===== src/rtl/gm64_pkg.sv =====
// rtl/gm64_pkg.sv - shared types and constants for the GM64 reset sequencer
package gm64_pkg;

    typedef enum logic [1:0] {
        SEQ_HOLD     = 2'd0,
        SEQ_DELAY    = 2'd1,
        SEQ_WAIT_ACK = 2'd2,
        SEQ_DONE     = 2'd3
    } seq_state_t;

    localparam int STAGE_CPU = 0;
    localparam int STAGE_VIC = 1;
    localparam int STAGE_SID = 2;
    localparam int STAGE_CIA = 3;

    function automatic int max3(input int a, input int b, input int c);
        int m;
        m = (a > b) ? a : b;
        return (m > c) ? m : c;
    endfunction

endpackage


===== src/rtl/reset_sync.sv =====
// rtl/reset_sync.sv - asynchronous-assert, synchronous-deassert reset synchronizer
module reset_sync #(
    parameter int SYNC_DEPTH = 2
) (
    input  logic clk,
    input  logic arst_n,
    output logic sync_rst_n
);

    logic [SYNC_DEPTH-1:0] chain;

    // Shift ones in after release; any low on arst_n clears the whole chain at once.
    always_ff @(posedge clk or negedge arst_n) begin
        if (!arst_n) begin
            chain <= '0;
        end else begin
            chain <= {chain[SYNC_DEPTH-2:0], 1'b1};
        end
    end

    assign sync_rst_n = chain[SYNC_DEPTH-1];

endmodule


===== src/rtl/reset_sequencer.sv =====
// rtl/reset_sequencer.sv - ordered release of GM64 subsystem resets with ack/timeout handshake
module reset_sequencer
    import gm64_pkg::*;
#(
    parameter int NUM_STAGES  = 4,
    parameter int SYNC_DEPTH  = 2,
    parameter int HOLD_CYCLES = 16,
    parameter int STAGE_DELAY = 8,
    parameter int ACK_TIMEOUT = 1024
) (
    input  logic                  clk,
    input  logic                  reset,
    input  logic                  soft_req,
    input  logic [NUM_STAGES-1:0] stage_ack,
    output logic [NUM_STAGES-1:0] rst_out_n,
    output logic                  busy,
    output logic                  seq_done,
    output logic                  seq_error
);

    localparam int CNT_MAX = max3(HOLD_CYCLES, STAGE_DELAY, ACK_TIMEOUT);
    localparam int CNT_W   = $clog2(CNT_MAX + 1);
    localparam int IDX_W   = (NUM_STAGES > 1) ? $clog2(NUM_STAGES) : 1;

    localparam logic [CNT_W-1:0] CNT_ZERO  = '0;
    localparam logic [CNT_W-1:0] CNT_ONE   = CNT_W'(1);
    localparam logic [CNT_W-1:0] CNT_SAT   = CNT_W'(CNT_MAX);
    localparam logic [CNT_W-1:0] HOLD_LIM  = CNT_W'(HOLD_CYCLES);
    // The acknowledging cycle already counts as the first delay cycle.
    localparam logic [CNT_W-1:0] DELAY_LIM = CNT_W'((STAGE_DELAY > 1) ? STAGE_DELAY - 1 : 0);
    localparam logic [CNT_W-1:0] ACK_LIM   = CNT_W'(ACK_TIMEOUT);
    localparam logic [IDX_W-1:0] IDX_FIRST = IDX_W'(STAGE_CPU);
    localparam logic [IDX_W-1:0] IDX_LAST  = IDX_W'(NUM_STAGES - 1);
    localparam logic [IDX_W-1:0] IDX_ONE   = IDX_W'(1);

    logic                  int_rst_n;

    seq_state_t            state_q, state_d;
    logic [CNT_W-1:0]      cnt_q, cnt_d, cnt_inc;
    logic [IDX_W-1:0]      idx_q, idx_d;
    logic                  release_stb;
    logic                  timeout_stb;

    logic [NUM_STAGES-1:0] rst_q, rst_d;
    logic                  busy_q, busy_d;
    logic                  done_q, done_d;
    logic                  err_q, err_d;

    reset_sync #(
        .SYNC_DEPTH (SYNC_DEPTH)
    ) u_reset_sync (
        .clk        (clk),
        .arst_n     (reset),
        .sync_rst_n (int_rst_n)
    );

    // State, shared counter, stage index and registered outputs.
    always_ff @(posedge clk or negedge int_rst_n) begin
        if (!int_rst_n) begin
            state_q <= SEQ_HOLD;
            cnt_q   <= CNT_ZERO;
            idx_q   <= IDX_FIRST;
            rst_q   <= '0;
            busy_q  <= 1'b1;
            done_q  <= 1'b0;
            err_q   <= 1'b0;
        end else begin
            state_q <= state_d;
            cnt_q   <= cnt_d;
            idx_q   <= idx_d;
            rst_q   <= rst_d;
            busy_q  <= busy_d;
            done_q  <= done_d;
            err_q   <= err_d;
        end
    end

    // Next-state logic: one saturating counter serves hold, delay and ack timeout.
    always_comb begin
        state_d     = state_q;
        cnt_d       = cnt_q;
        idx_d       = idx_q;
        release_stb = 1'b0;
        timeout_stb = 1'b0;
        cnt_inc     = (cnt_q >= CNT_SAT) ? cnt_q : cnt_q + CNT_ONE;

        if (soft_req) begin
            // The request cycle itself is the first hold cycle, so holding the
            // request keeps restarting the hold from its last high cycle.
            state_d = SEQ_HOLD;
            cnt_d   = CNT_ONE;
            idx_d   = IDX_FIRST;
        end else begin
            case (state_q)
                SEQ_HOLD: begin
                    if (cnt_q >= HOLD_LIM) begin
                        // Stage 0 has no inter-stage delay: release it straight away.
                        state_d     = SEQ_WAIT_ACK;
                        cnt_d       = CNT_ZERO;
                        idx_d       = IDX_FIRST;
                        release_stb = 1'b1;
                    end else begin
                        cnt_d = cnt_inc;
                    end
                end
                SEQ_DELAY: begin
                    if (cnt_q >= DELAY_LIM) begin
                        state_d     = SEQ_WAIT_ACK;
                        cnt_d       = CNT_ZERO;
                        release_stb = 1'b1;
                    end else begin
                        cnt_d = cnt_inc;
                    end
                end
                SEQ_WAIT_ACK: begin
                    if (stage_ack[idx_q] || (cnt_q >= ACK_LIM)) begin
                        timeout_stb = ~stage_ack[idx_q];
                        cnt_d       = CNT_ONE;
                        if (idx_q == IDX_LAST) begin
                            state_d = SEQ_DONE;
                        end else begin
                            state_d = SEQ_DELAY;
                            idx_d   = idx_q + IDX_ONE;
                        end
                    end else begin
                        cnt_d = cnt_inc;
                    end
                end
                SEQ_DONE: begin
                    state_d = SEQ_DONE;
                end
                default: begin
                    state_d = SEQ_HOLD;
                    cnt_d   = CNT_ZERO;
                    idx_d   = IDX_FIRST;
                end
            endcase
        end
    end

    // Output next values; released stages stay released until restart.
    always_comb begin
        rst_d  = rst_q;
        busy_d = busy_q;
        done_d = done_q;
        err_d  = err_q;

        if (soft_req) begin
            rst_d  = '0;
            busy_d = 1'b1;
            done_d = 1'b0;
            err_d  = 1'b0;
        end else begin
            if (release_stb) begin
                rst_d[idx_d] = 1'b1;
            end
            if (timeout_stb) begin
                err_d = 1'b1;
            end
            if (state_d == SEQ_DONE) begin
                busy_d = 1'b0;
                done_d = 1'b1;
            end
        end
    end

    assign rst_out_n = rst_q;
    assign busy      = busy_q;
    assign seq_done  = done_q;
    assign seq_error = err_q;

endmodule

===== config.mk =====
export PLATFORM = sky130hd
export DESIGN_NAME = reset_sequencer
export DESIGN_NICKNAME = d
export VERILOG_FILES = /design/src/rtl/gm64_pkg.sv /design/src/rtl/reset_sync.sv /design/src/rtl/reset_sequencer.sv
export SDC_FILE = /design/constraint.sdc
export NUM_CORES = 1
export LEC_CHECK = 0
export ABC_AREA = 1
export ABC_CLOCK_PERIOD_IN_PS = 1300
export BUFFER_PORTS_ARGS = -buffer_cell sky130_fd_sc_hd__buf_4
export CORE_MARGIN = 1.5
export CORE_UTILIZATION = 39
export DETAILED_ROUTE_END_ITERATION = 6
export GPL_TIMING_DRIVEN = 0
export SETUP_SLACK_MARGIN = 0.4
export SYNTH_ARGS = -nofsm -noshare
export SYNTH_HDL_FRONTEND = slang
export SYNTH_HIERARCHICAL = 1
export SYNTH_SLANG_ARGS = --single-unit

===== constraint.sdc =====
create_clock -name clk -period 1.3 [get_ports clk]
set_input_delay 0.26 -clock clk [delete_from_list [all_inputs] [get_ports clk]]
set_output_delay 0.26 -clock clk [all_outputs]
set_load 0.01 [all_outputs]

After elaboration in Yosys (flattened, before gate mapping)
Index checks and enable logic that the tools add are counted.
{ "word_totals": {"reg_bits": 24, "inputBits": 7} }
{ "op_classes": {"add_sub_neg": 2, "n_lt_le_gt_ge": 6, "eq_ne": 5, "mux": 36, "n_bitwise": 2, "n_reduce_logical": 7} }
{ "ops": {"columns": ["op", "n"], "rows": [
  ["11-bit 2-to-1 mux", 5],
  ["11-bit one-hot mux with 3 select lines", 1],
  ["2-bit 2-to-1 mux", 9],
  ["1-bit 2-to-1 mux", 14],
  ["11-bit by 1-bit adder with 11-bit output (second input constant)", 1],
  ["11-bit >= comparator (second input constant)", 1],
  ["11-bit by 3-bit >= comparator with 1-bit output (second input constant)", 1],
  ["11-bit by 5-bit >= comparator with 1-bit output (second input constant)", 1],
  ["2-bit equality test (second input constant)", 4],
  ["4-bit 2-to-1 mux", 2],
  ["2-bit one-hot mux with 4 select lines", 1],
  ["2-bit by 3-bit < comparator with 1-bit output (second input constant)", 2],
  ["2-bit nonzero test", 3],
  ["4-bit OR", 1],
  ["2-bit one-hot mux with 2 select lines", 1],
  ["4-bit nonzero test", 1],
  ["2-bit by 1-bit adder with 2-bit output (second input constant)", 1],
  ["1-bit binary-select mux with 2-bit select", 1],
  ["1-bit demux with 2-bit select", 1],
  ["2-bit by 1-bit equality test with 1-bit output (second input constant)", 1],
  ["2-bit by 1-bit >= comparator with 1-bit output (second input constant)", 1],
  ["2-bit logical NOT", 1],
  ["1-bit one-hot mux with 2 select lines", 1],
  ["1-bit logical AND", 1],
  ["2 further kinds", 2]
]} }

Depth between registers and ports, before layout
{ "depth": {"word_depth": 13, "ltp_mapped": 12, "depth_no_buf": 12} }

Hierarchy
The synthesis kept the hierarchy.
{ "modules_own_cells": {"columns": ["module", "instances", "cells_each", "area_per_inst_um2"], "rows": [
  ["reset_sequencer", 1, 182, 1463.9],
  ["reset_sync", 1, 3, 53.8]
]} }

Worst setup path before layout
Ideal clock, no wire load.
{ "synth_path": {"kind": "register to register", "from": "reg state_q[0]", "to": "reg cnt_q[0]", "setup_time_ns": 0.138, "arrival_ns": 1.473, "slack_ns": -0.311, "path_stages_with_launch": 6, "path_buffers": 1, "path_cell_list": "dfrtp_1 > inv_1 > ha_1 > nor3_1 > clkbuf_1 > a22oi_1"} }
{ "synth_via": {"elab_chain_cells": 3} }
{ "synth_rtl": {"columns": ["element", "line", "text"], "rows": [
  ["from (decl)", "reset_sequencer.sv:38", "seq_state_t state_q, state_d;"],
  ["from (signal assigned)", "reset_sequencer.sv:68", "state_q <= state_d;"],
  ["2-bit equality test (tied with other cells)", "reset_sequencer.sv:94", "case (state_q)"],
  ["11-bit one-hot mux with 3 select lines", "reset_sequencer.sv:94", null],
  ["11-bit 2-to-1 mux", "reset_sequencer.sv:87", "if (soft_req) begin"],
  ["to (signal assigned)", "reset_sequencer.sv:69", "cnt_q <= cnt_d;"],
  ["to (decl)", "reset_sequencer.sv:39", "logic [CNT_W-1:0] cnt_q, cnt_d, cnt_inc;"]
]} }
Parallel ways exist; a longest one is shown, timed or not.
A chain may end at the register's enable or synchronous reset.

Worst setup path after layout
{ "layout_path": {"from": "reg state_q[1]", "to": "reg rst_q[0], in the netlist rst_out_n[0]"} }
{ "layout_via": {"elab_chain_cells": 10} }
{ "layout_rtl": {"columns": ["element", "line", "text"], "rows": [
  ["2-bit equality test / 2-bit logical NOT (equally long branches)", "reset_sequencer.sv:94", null],
  ["2-bit one-hot mux with 2 select lines", "reset_sequencer.sv:94", null],
  ["2-bit 2-to-1 mux", "reset_sequencer.sv:87", null],
  ["2-bit by 3-bit < comparator with 1-bit output (implied by the code) / 2-bit by 1-bit >= comparator with 1-bit output (equally long branches)", "reset_sequencer.sv:155", "rst_d[idx_d] = 1'b1;"],
  ["1-bit logical AND (implied by the code)", "reset_sequencer.sv:155", null],
  ["1-bit 2-to-1 mux (implied by the code)", "reset_sequencer.sv:155", null],
  ["1-bit demux with 2-bit select", "reset_sequencer.sv:155", null],
  ["4-bit OR (no line)", null, null],
  ["4-bit 2-to-1 mux", "reset_sequencer.sv:154", "if (release_stb) begin"],
  ["4-bit 2-to-1 mux", "reset_sequencer.sv:148", "if (soft_req) begin"],
  ["to (signal assigned)", "reset_sequencer.sv:71", "rst_q <= rst_d;"],
  ["to (decl)", "reset_sequencer.sv:44", "logic [NUM_STAGES-1:0] rst_q, rst_d;"]
]} }
Parallel ways exist; a longest one is shown, timed or not. The select of a mux whose other input is x is not followed.

==> out/results.ini <==
[status]
status = finished, violations left
violations = negative setup slack

[logic_synthesis]
yosysMostFrequentCell = nand2_1
synth_common_cells = nand2_1 (38), dfrtp_1 (23), inv_1 (22)
synth_edf_count = 0
netlist_top_cells_area = dfrtp_1 (38%), nand2_1 (9.4%), o21ai_2 (5.8%)
syn-num-nets = 198
synth_ff_type = dfrtp_1
synth-seq-area-share_pct = 39.7
synth_top_area_share_pct = 37.9
yosysTopAreaCell = dfrtp_1
ys_async_sr_fraction_pct = 100
syn_area_um2 = 1520
syn_avg_cell_area_um2 = 8.20
ys_warn_count = 6
synthCells = 185
synth_cell_types = 33
synth-seq-cells = 24

[layout]
final_core_util_pct = 60.5
drive_gt1_share_pct = 51.1
antenna_cells = 0
layout.nets = 249
area.growth.synth_to_final_pct = 47.2
stdcell_count = 283

[placement]
port_buffers = 13
place_congestion = 0.795
place_inst = 246
dpl.hpwl_mm = 2.28

[worst_setup_path]
cp-start-kind = flip-flop
crit_type = flip-flop to flip-flop
arrival_ps = 1750
critPathMaxFanout = 8
critPathMaxStageDelay_ps = 430
cp_common_cell = nand2_2
crit_buf_inv = 2
path_cells = inv_2 -> ha_4 -> clkbuf_16 -> nor2_4 -> a31oi_2 -> nand2_2 -> nand2_2 -> nand3_1 -> a21oi_1
cp-startpoint = state_q[1]
crit_family = flip-flops
slowest_stage = dfrtp_1
timing.critical_path.required_ps = 1500
worst_setup_path_end_kind = flip-flop
rr_startpoint = state_q[1]

[floorplanning]
die_h_um = 65.4
die_area_um2 = 4270
core-area_um2 = 3690
dieWidth_um = 65.4
io_pins = 14
placementRows = 22
start_util_pct = 41.1

[global_route]
grt_pass1_wl_mm = 6.53
grt.overflow.total = 0
grt_pass1_vias = 1431
grt_max_degree = 23
antenna_found_initial = 0
grt.total_usage_pct = 19.9

[sta]
hold_ws_ps = 247
finalHoldViolCount = 0
post-route-min-period_ps = 1550
slew_viol_final = 0
worstMarginPinSlew_ps = 515
clock.fmax_mhz = 647
rsz0062_at_grt = yes
setup_viol = 21
setup_tns_ps = -4140
setup_ws_ps = -246
period_share_pct = 119
slew_headroom_pct = 65.7
skew_ps = 2.42

[clock_tree]
cts_tree = built
insertion_delay_ps = 270
htreeDepth = 1
clk_pin_slew_ps = 90
cts_buffers = 3
root_buffer = clkbuf_8
clk_path_buf_depth = 2
cts.sinks = 24

[pwr]
p_per_area_nw_per_um2 = 1740
ir_drop_uv = 1330
leakage_nw = 1.03

[worst_hold_path]
worst_hold_path_type = flip-flop to async pin

[job]
cap_violations = 0

[drt]
drc = 0
vias_per_cell = 5.04
wl_mm = 3.77
route.vias.total = 1425
drt_iter0_drc = 47
drt_pass1_iterations = 4
drtAntennaViolNets = 0
routedWlPerCell_um = 13.3

[flip-flops by register name, indices dropped and copies added (netlist names)]
register / flops
seq_error: 1
u_reset_sync/chain: 2
seq_done: 1
rst_out_n: 4
cnt_q: 11
busy: 1
state_q: 2
idx_q: 2
[placed cells by master (no fill, tap or decap), types with 2 or more instances in the layout]
master / n
o21ai_0: 4
a21oi_1: 2
nand2_1: 28
xor2_1: 4
inv_1: 15
nor2_4: 5
buf_6: 9
nor2_2: 3
a31oi_1: 2
nand3_1: 12
inv_2: 9
ha_1: 3
a21oi_2: 3
o21ai_2: 10
nand2_2: 12
clkbuf_8: 4
dfrtp_2: 3
nor2_1: 12
ha_4: 2
nand4_1: 3
buf_4: 37
nand2_4: 2
nand3_4: 2
dfrtp_1: 20
xnor2_1: 3
nand3_2: 9
[through the flow]
step / power (mW) / cell area (um^2) / setup WS, ps
after floorplan: 2.22 / 1580 / -119
after global placement: 2.47 / 1740 / -289
after detailed placement: 2.51 / 1740 / -295
after CTS: 3.67 / 2100 / -213
after global routing: 4.16 / 2230 / -332
final: 3.89 / 2230 / -246
[cells by family (layout without fill, tap and decap cells)]
family                     after synthesis  count (layout)  share of synthesized area [%]
xor gates and xnor gates                 7               7                           4.04
other                                    1               1                          0.247
adders and majority gates                6               6                           4.95
DFF                                     24              24                           39.7
AOI/OAI and AO/OA                       28              28                           14.0
and+or+nand+nor                         90              91                           29.0
buffers and inverters                   29              78                           8.08
[worst paths after layout]
kind,endpoint,slack [ps],cells past startpoint
worst min register to register,cnt_q[8],250,0
worst min-delay path,cnt_q[8],250,0
worst max register to register,rst_out_n[0],-250,9
min in group clk,u_reset_sync/chain[1],360,0
max in group asynchronous,cnt_q[4],680,0
worst max-delay path,rst_out_n[0],-250,9
[routing by layer]
metal / up-vias / track usage [%] / wire [um]
li1: 704 / - / -
met1: 677 / 25.9 / 1720
met2: 34 / 32.4 / 1850
met3: 10 / 3.77 / 125
met4: 0 / 8.33 / 74
met5: - / 0 / 0
[where the power goes]
part	leakage [nW]	switching, mW	internal (mW)
Combinational	0.680	1.23	1.04
Clock	0.0357	0.251	0.412
Sequential	0.317	0.109	0.849
Total	1.03	1.59	2.31
[layout make-up]
type | instances | area, um^2
tap | 48 | 60.1
inverter | 24 | 90.1
clock inverter | 1 | 30.0
clock buffer | 3 | 41.3
multi-input combinational | 133 | 963
timing repair buffer | 45 | 370
fill | 325 | 1460
buffer | 5 | 72.6
sequential | 24 | 606
[timing repair]
action	CTS	global route
endpoints found under the setup margin	51	29
hold buffers	1	0
setup buffers	23	8
pin swaps	13	19
endpoints found under the hold margin	2	0
gates resized for setup	25	20
cloned	1	0
No activity file was read; power rests on OpenSTA's default activity.
